--- config.mk ---
export PLATFORM = sky130hd
export DESIGN_NAME = wb_ctrl
export DESIGN_NICKNAME = d
export VERILOG_FILES = /design/src/rtl/wb_ctrl.sv
export SDC_FILE = /design/constraint.sdc
export NUM_CORES = 1
export LEC_CHECK = 0
export CAP_MARGIN = 5
export CORE_MARGIN = 10
export CORE_UTILIZATION = 45
export CTS_BUF_LIST = sky130_fd_sc_hd__clkbuf_4
export DETAILED_ROUTE_END_ITERATION = 7
export PLACE_DENSITY = 0.77
export SYNTH_ARGS = -nofsm -noshare
export SYNTH_HDL_FRONTEND = slang
export SYNTH_SLANG_ARGS = --single-unit
--- constraint.sdc ---
create_clock -name clk -period 3.35 [get_ports clk]
set_input_delay 0.67 -clock clk [delete_from_list [all_inputs] [get_ports clk]]
set_output_delay 0.67 -clock clk [all_outputs]
set_load 0.02 [all_outputs]
--- src/rtl/wb_ctrl.sv ---
// ---------------------------------------------------------------------------
// wb_ctrl -- writeback controller for the register file's single write port.
//
// Two result streams are merged into one registered write per cycle:
// ALU results, which are ready at once, and data-memory load returns, which
// arrive LD_LAT cycles after issue. ALU results that lose arbitration wait in
// a small holding FIFO. A per-register busy scoreboard with kill logic keeps
// register writes in program order.
//
// Ports:
//   clk        in   clock, rising edge
//   reset      in   asynchronous active-high reset
//   alu_valid  in   ALU result presented this cycle
//   alu_ptr    in   ALU destination register
//   alu_data   in   ALU result data
//   alu_ready  out  holding FIFO not full; result accepted on valid && ready
//   ld_issue   in   load issued to memory this cycle
//   ld_ptr     in   load destination register
//   ld_ready   out  a load may issue this cycle
//   mem_rdata  in   load data, valid LD_LAT cycles after the accepted issue
//   busy       out  bit i set while a live load targets register i
//   rf_we      out  register-file write enable (registered)
//   rf_ptr_w   out  register-file write address (registered)
//   rf_di      out  register-file write data (registered)
// ---------------------------------------------------------------------------
module wb_ctrl #(
  parameter int PTR_W  = 2,
  parameter int DW     = 8,
  parameter int LD_LAT = 3,
  parameter int DEPTH  = 4
) (
  input  logic                 clk,
  input  logic                 reset,
  input  logic                 alu_valid,
  input  logic [PTR_W-1:0]     alu_ptr,
  input  logic [DW-1:0]        alu_data,
  output logic                 alu_ready,
  input  logic                 ld_issue,
  input  logic [PTR_W-1:0]     ld_ptr,
  output logic                 ld_ready,
  input  logic [DW-1:0]        mem_rdata,
  output logic [2**PTR_W-1:0]  busy,
  output logic                 rf_we,
  output logic [PTR_W-1:0]     rf_ptr_w,
  output logic [DW-1:0]        rf_di
);

  localparam int AW = $clog2(DEPTH);
  localparam int CW = AW + 1;

  // Load tracking pipeline: stage LD_LAT-1 is the one returning this cycle.
  logic [LD_LAT-1:0] stg_valid;
  logic [LD_LAT-1:0] stg_live;
  logic [PTR_W-1:0]  stg_ptr [LD_LAT];

  // ALU holding FIFO.
  logic [DW-1:0]     fifo_data [DEPTH];
  logic [PTR_W-1:0]  fifo_ptr  [DEPTH];
  logic [AW-1:0]     wr_idx;
  logic [AW-1:0]     rd_idx;
  logic [CW-1:0]     count;

  logic live_return;
  logic fifo_empty;
  logic alu_acc;
  logic ld_acc;
  logic push;
  logic pop;

  assign live_return = stg_valid[LD_LAT-1] && stg_live[LD_LAT-1];
  assign fifo_empty  = (count == '0);
  assign alu_ready   = (count < CW'(DEPTH));
  // Holding loads back while ALU results are buffered guarantees an older
  // buffered ALU write can never land after a younger load's write.
  assign ld_ready    = fifo_empty && !live_return;
  assign alu_acc     = alu_valid && alu_ready;
  assign ld_acc      = ld_issue && ld_ready;
  // A live return owns the write port; otherwise the FIFO head drains first.
  assign pop         = !live_return && !fifo_empty;
  assign push        = alu_acc && (live_return || !fifo_empty);

  // A load still in flight is made dead when a younger write to the same
  // register is accepted this cycle. The returning stage is never killed:
  // it commits now and the younger write follows it.
  function automatic logic killed(input logic [PTR_W-1:0] p);
    return (alu_acc && (alu_ptr == p)) || (ld_acc && (ld_ptr == p));
  endfunction

  always_comb begin
    busy = '0;
    for (int i = 0; i < LD_LAT; i++) begin
      if (stg_valid[i] && stg_live[i]) begin
        busy[stg_ptr[i]] = 1'b1;
      end
    end
  end

  // Load pipeline shift; the new load enters live even when it targets the
  // same register as an ALU result accepted in the same cycle.
  always_ff @(posedge clk or posedge reset) begin
    if (reset) begin
      stg_valid <= '0;
      stg_live  <= '0;
      for (int i = 0; i < LD_LAT; i++) begin
        stg_ptr[i] <= '0;
      end
    end else begin
      stg_valid[0] <= ld_acc;
      stg_live[0]  <= ld_acc;
      stg_ptr[0]   <= ld_ptr;
      for (int i = 1; i < LD_LAT; i++) begin
        stg_valid[i] <= stg_valid[i-1];
        stg_live[i]  <= stg_live[i-1] && !killed(stg_ptr[i-1]);
        stg_ptr[i]   <= stg_ptr[i-1];
      end
    end
  end

  // FIFO pointers and occupancy; simultaneous push and pop keep the count.
  always_ff @(posedge clk or posedge reset) begin
    if (reset) begin
      wr_idx <= '0;
      rd_idx <= '0;
      count  <= '0;
    end else begin
      if (push) begin
        wr_idx <= wr_idx + 1'b1;
      end
      if (pop) begin
        rd_idx <= rd_idx + 1'b1;
      end
      case ({push, pop})
        2'b10:   count <= count + 1'b1;
        2'b01:   count <= count - 1'b1;
        default: count <= count;
      endcase
    end
  end

  // FIFO storage needs no reset: entries are only read after being written.
  always_ff @(posedge clk) begin
    if (push) begin
      fifo_data[wr_idx] <= alu_data;
      fifo_ptr[wr_idx]  <= alu_ptr;
    end
  end

  // Write arbitration: live return, then FIFO head, then ALU bypass.
  // Address and data hold their last values on idle cycles.
  always_ff @(posedge clk or posedge reset) begin
    if (reset) begin
      rf_we    <= 1'b0;
      rf_ptr_w <= '0;
      rf_di    <= '0;
    end else if (live_return) begin
      rf_we    <= 1'b1;
      rf_ptr_w <= stg_ptr[LD_LAT-1];
      rf_di    <= mem_rdata;
    end else if (pop) begin
      rf_we    <= 1'b1;
      rf_ptr_w <= fifo_ptr[rd_idx];
      rf_di    <= fifo_data[rd_idx];
    end else if (alu_acc) begin
      rf_we    <= 1'b1;
      rf_ptr_w <= alu_ptr;
      rf_di    <= alu_data;
    end else begin
      rf_we    <= 1'b0;
    end
  end

endmodule

# Yosys cells after proc, flatten, opt, wreduce, memory -nomap -nowiden
# Memories as Yosys holds them, arrays and structs flattened.
# Index checks and enable logic that the tools add are counted.
# Widths: inputs -> output; s select.
[totals]
mem_bits_rw = 40
reg_bits = 30
memories = 2
wordCells = 80
in_bits = 24
out_inout_bits = 17
[mem_list]
columns = ["name", "depth", "word_bits", "rd", "rd_ports_with_merged_regs", "wr", "line_no", "rtl"]
rows = [
  ["fifo_data", 4, 8, 1, 0, 1, "57", "logic [DW-1:0] fifo_data [DEPTH];"],
  ["fifo_ptr", 4, 2, 1, 0, 1, "58", "logic [PTR_W-1:0] fifo_ptr [DEPTH];"],
]
[classes]
eq_ne = 6
n_bitwise = 2
magnitude_cmp = 7
n_reduce_logical = 27
muxes = 21
n_addsub = 4
[ops]
columns = ["op", "n"]
rows = [
  ["$mux 8", 3],
  ["$logic_and 1x1->1", 17],
  ["$mux 4", 3],
  ["$lt 2x3->1 const B", 3],
  ["$eq 2x2->1", 4],
  ["$mux 1", 8],
  ["$or 4x4->4", 2],
  ["$demux 1 s2", 3],
  ["$ge 2x1->1 const B", 3],
  ["$mux 2", 3],
  ["$pmux 3 s2", 1],
  ["$add 2x1->2 const B", 2],
  ["$logic_not 1->1", 4],
  ["$add 3x1->3 const B", 1],
  ["$logic_not 3->1", 1],
  ["$logic_or 1x1->1", 3],
  ["$lt 3x3->1 const B", 1],
  ["$reduce_bool 3->1", 1],
  ["$sub 3x1->3 const B", 1],
  ["$eq 2x1->1 const B", 1],
  ["$eq 2x2->1 const B", 1],
  ["$reduce_bool 2->1", 1],
]

# Longest topological paths before layout
[logic_depth]
depth_word = 9
depth_mapped = 9
ltp_nobuf = 9

# Least setup slack after synthesis
# OpenSTA, ideal clock, no wires.
[synth_path]
kind = "input to register"
start = "input alu_valid"
end = "register count[2]"
setup_time_ns = 0.080
arrival_time_ns = 1.984
t_required_ns = 3.270
path_buffers = 0
path_slack_ns = 1.286
stages = 9
path_cell_list = "nor2b_1 -> nor2b_2 -> inv_1 -> ha_1 -> inv_1 -> fa_1 -> xor2_1 -> nor2_1 -> xnor2_1"
[synth_via]
elab_chain_cells = 4
word_cells_on_any_way = 6
cone_classes = "2 x eq/ne; 1 x mux; 3 x reduce/logical"
[synth_lines]
columns = ["element", "line_no", "rtl"]
rows = [
  ["from (decl)", "34", "input logic alu_valid,"],
  ["$logic_and 1x1->1 (*)", "76", "assign alu_acc = alu_valid && alu_ready;"],
  ["$logic_and 1x1->1 (*)", "80", "assign push = alu_acc && (live_return || !fifo_empty);"],
  ["$eq 2x1->1 or $eq 2x2->1 (tied branches)", "132", "case ({push, pop})"],
  ["$pmux 3 s2 or $reduce_bool 2->1 (tied branches)", "--", ""],
  ["to (signal assigned)", "133", "2'b10: count <= count + 1'b1;"],
  ["to (signal assigned)", "134", "2'b01: count <= count - 1'b1;"],
  ["to (signal assigned)", "135", "default: count <= count;"],
  ["to (decl)", "61", "logic [CW-1:0] count;"],
]
# Every way passes the cells marked *; elsewhere a longest branch is shown, timed or not.
# A chain may end at the register's enable or synchronous reset.

# Final worst setup path
[layout_path]
start = "register stg_valid[2]"
end = "output busy[1]"
[layout_via]
elab_chain_cells = 2
[layout_lines]
columns = ["element", "line_no", "rtl"]
rows = [
  ["from (decl)", "52", "logic [LD_LAT-1:0] stg_valid;"],
  ["from (signal, indexed assignment)", "112", "stg_valid[i] <= stg_valid[i-1];"],
  ["$logic_and 1x1->1", "92", "if (stg_valid[i] && stg_live[i]) begin"],
  ["$mux 4", "92", ""],
  ["to (decl)", "42", "output logic [2**PTR_W-1:0] busy,"],
]
# No other way between the ends.

==> results.txt <==
Status -> complete, no violations
Post-DP HPWL -> 4130 um
Unique cell type count in the Yosys netlist -> 34
Fin nets -> 285
Fin area -> 3620 um^2
Antenna violation net count after detailed routing -> 0
Leakage power -> 1.34 nW
Worst Setup SP -> stg_valid[2]$_DFF_PP0_
Max_slew headroom -> 0.555
Via Count -> 1820
CORE AREA -> 6420 um^2
Period Utilization, post-route -> 0.839
Post-synth EDFFs -> 40
Vias in the first global route -> 1945
Critical path buffers and inverters -> 1
Share of layout cells above drive strength 1 -> 0.162
Primary FF master, synth -> edfxtp_1
Post-synth top area share -> 0.399
Max-slew violation count -> 0
Die Footprint -> 10400 um^2
Antenna violations before repair -> 0
Number of synthesized register bits -> 69
Post-CTS Setup Bufs -> 0
Peak Freq -> 356 MHz
RD Place Congestion -> 0.815
DIE WIDTH -> 102 um
Fillcell total -> 529
Worst setup EP type -> primary output
List of most frequent post-synthesis cells -> edfxtp_1, dfrtp_1, nand2_1, nor2_1, xnor2_1
Overall power -> 2.75 mW
Worst path slowest cell -> clkdlybuf4s50_1
Total gr overflow -> 0
Clk_lat worst skew -> 0.41 ns
Synth Warn # -> 0
Hold_sp -> stg_valid[1]$_DFF_PP0_
Initial Util -> 0.469
Placed instance area -> 3480 um^2
DRT iter0 DRCs -> 75
HP Class -> flip-flop to flip-flop
Global-route wire length before repair -> 9700 um
Max-cap viol count -> 0
Worst setup SP type -> flip-flop
CP Max Fanout -> 12
Finish-stage setup viols -> 0
Async S/R FF share, synth -> 0.420
# IOs -> 41
CTS tree -> built
Mapped cell area -> 3010 um^2
Crit path kind -> flip-flop to primary output
WHS Endpoint -> stg_valid[2]$_DFF_PP0_
Post-CTS Resized -> 0
Slew @ Worst Pin -> 0.667 ns
End-of-flow core utilization -> 0.564
Synth top area cells -> edfxtp_1, dfrtp_1, mux4_2
Min-Delay Path Depth -> 0
DRC Markers -> 0
FF-to-FF path depth -> 9
Setup TNS -> 0 ns
Reg-to-Reg End -> count[2]$_DFFE_PP0P_
ANT cells -> 0
Worst slack, placed -> 0.638 ns
DR vias/cell -> 5.40
Final hold violation count -> 0
First-pass detailed-route iteration total -> 4
Gr usage total -> 0.124
Area leader, netlist -> edfxtp_1
Clock transition at the registers of the reported paths -> 0.11 ns
Cell Rows -> 29
Root Buffer -> clkbuf_4
Crit path arrival time -> 2.14 ns
Most frequent cell after synthesis -> edfxtp_1
Die Ht -> 102 um
Sequential share of the synthesized area -> 0.640
CP required -> 2.68 ns
Hold buffers post-CTS -> 0
Post-synth net total -> 240
Largest net degree at the start of global routing -> 30
Min Tclk post-route -> 2.81 ns
Number of port buffers -> 40
Htree depth -> 3
Mapped Cells -> 210
Worst reg2reg path startpoint -> stg_valid[2]$_DFF_PP0_
RSZ-0062 raised after global routing -> false
Mapped Avg Cell Area -> 14.3 um^2
R2r setup slk -> 1.26 ns
CTS Buffer Depth -> 2
Final WS setup -> 0.539 ns
Routed len/inst -> 17.7 um
Clock skew -> 0.0164 ns
Clock sinks -> 69
CP Cell Sequence -> nand2_1 -> nor2_1 -> a211o_1 -> clkdlybuf4s50_1
CTS Buf Count -> 9
Final wirelength -> 5970 um
Peak supply drop -> 437 uV
Crit path largest cell delay -> 0.54 ns
Area grow syn2layout -> 20.3%
Largest delay share family, worst path -> buffers and inverters
Pwr per Cell Area -> 758 nW/um^2
## layer usage
metal  track usage  wire [um]
met2         0.202       3010
met5             0          0
met4        0.0671        133
met3        0.0347        225
met1         0.146       2600
## sequential cells by signal (all words and copies together) (netlist names)
register / cells
fifo_data: 32
fifo_ptr: 8
rf_di: 8
stg_ptr: 6
count: 3
stg_live: 3
rd_idx: 2
rf_ptr_w: 2
stg_valid: 2
wr_idx: 2
rf_we: 1
## where the power goes
part	leakage [nW]	total (mW)	switching, mW	internal (mW)
logic	0.564	0.951	0.452	0.499
clock network	0.0685	0.531	0.302	0.229
registers	0.707	1.26	0.165	1.10
total	1.34	2.75	0.919	1.83
## stage by stage
stage	hold WS [ns]	instances
floorplan	0.352	210
global placement	0.426	321
CTS	0.450	337
global route	0.477	337
finish	0.451	337
detailed placement	0.431	321
## layout make-up
type / instances / area [um^2] / share of cell area
Tap cell: 77 / 96.3 / 0.0266
Timing Repair Buffer: 44 / 430 / 0.119
Inverter: 8 / 30.0 / 0.00829
Clock buffer: 9 / 67.6 / 0.0187
Multi-Input combinational cell: 123 / 996 / 0.275
Clock inverter: 7 / 75.1 / 0.0207
Sequential cell: 69 / 1930 / 0.532
## cells by family (layout without fill, tap and decap cells)
group | after synthesis | count (layout) | synth area share
simple gates | 58 | 58 | 0.0981
buf+inv | 18 | 68 | 0.0291
compound gates | 23 | 23 | 0.0428
fa+ha+maj | 6 | 6 | 0.0274
mux | 22 | 22 | 0.122
flops | 69 | 69 | 0.640
xor+xnor | 14 | 14 | 0.0407
## worst register-to-register path, delay by kind of cell, from the launching register on
family,cells,cell delay [ns]
xor+xnor,2,0.27
flops,1,0.41
fa+ha+maj,2,0.59
buf+inv,2,0.25
simple gates,3,0.50
## how the worst max path moves through the flow
stage	end	slack [ns]	cells after the start
floorplan	count[2]$_DFFE_PP0P_	1.29	9
global placement	count[2]$_DFFE_PP0P_	0.70	10
detailed placement	count[1]$_DFFE_PP0P_	0.64	8
CTS	busy[1]	0.49	4
global route	busy[1]	0.39	4
finish	busy[1]	0.54	4
## cell usage in the layout, fill, tap and decap left out, types with 2 or more instances in the layout
cell type	instances
edfxtp_1	40
clkdlybuf4s50_1	40
dfrtp_1	29
nor2_1	14
nand2_1	14
xnor2_1	12
mux2_2	11
o21ai_0	11
clkbuf_4	9
mux4_2	8
inv_1	8
o21ai_1	7
and2_1	6
nand3_1	6
ha_1	5
buf_4	4
nor3_1	3
nand4_1	3
clkinvlp_4	3
mux4_1	2
a21oi_1	2
xor2_1	2
nor2b_1	2
nor3b_1	2
or3_1	2
and3_1	2
Note: power is estimated with default switching activity, not from simulation.
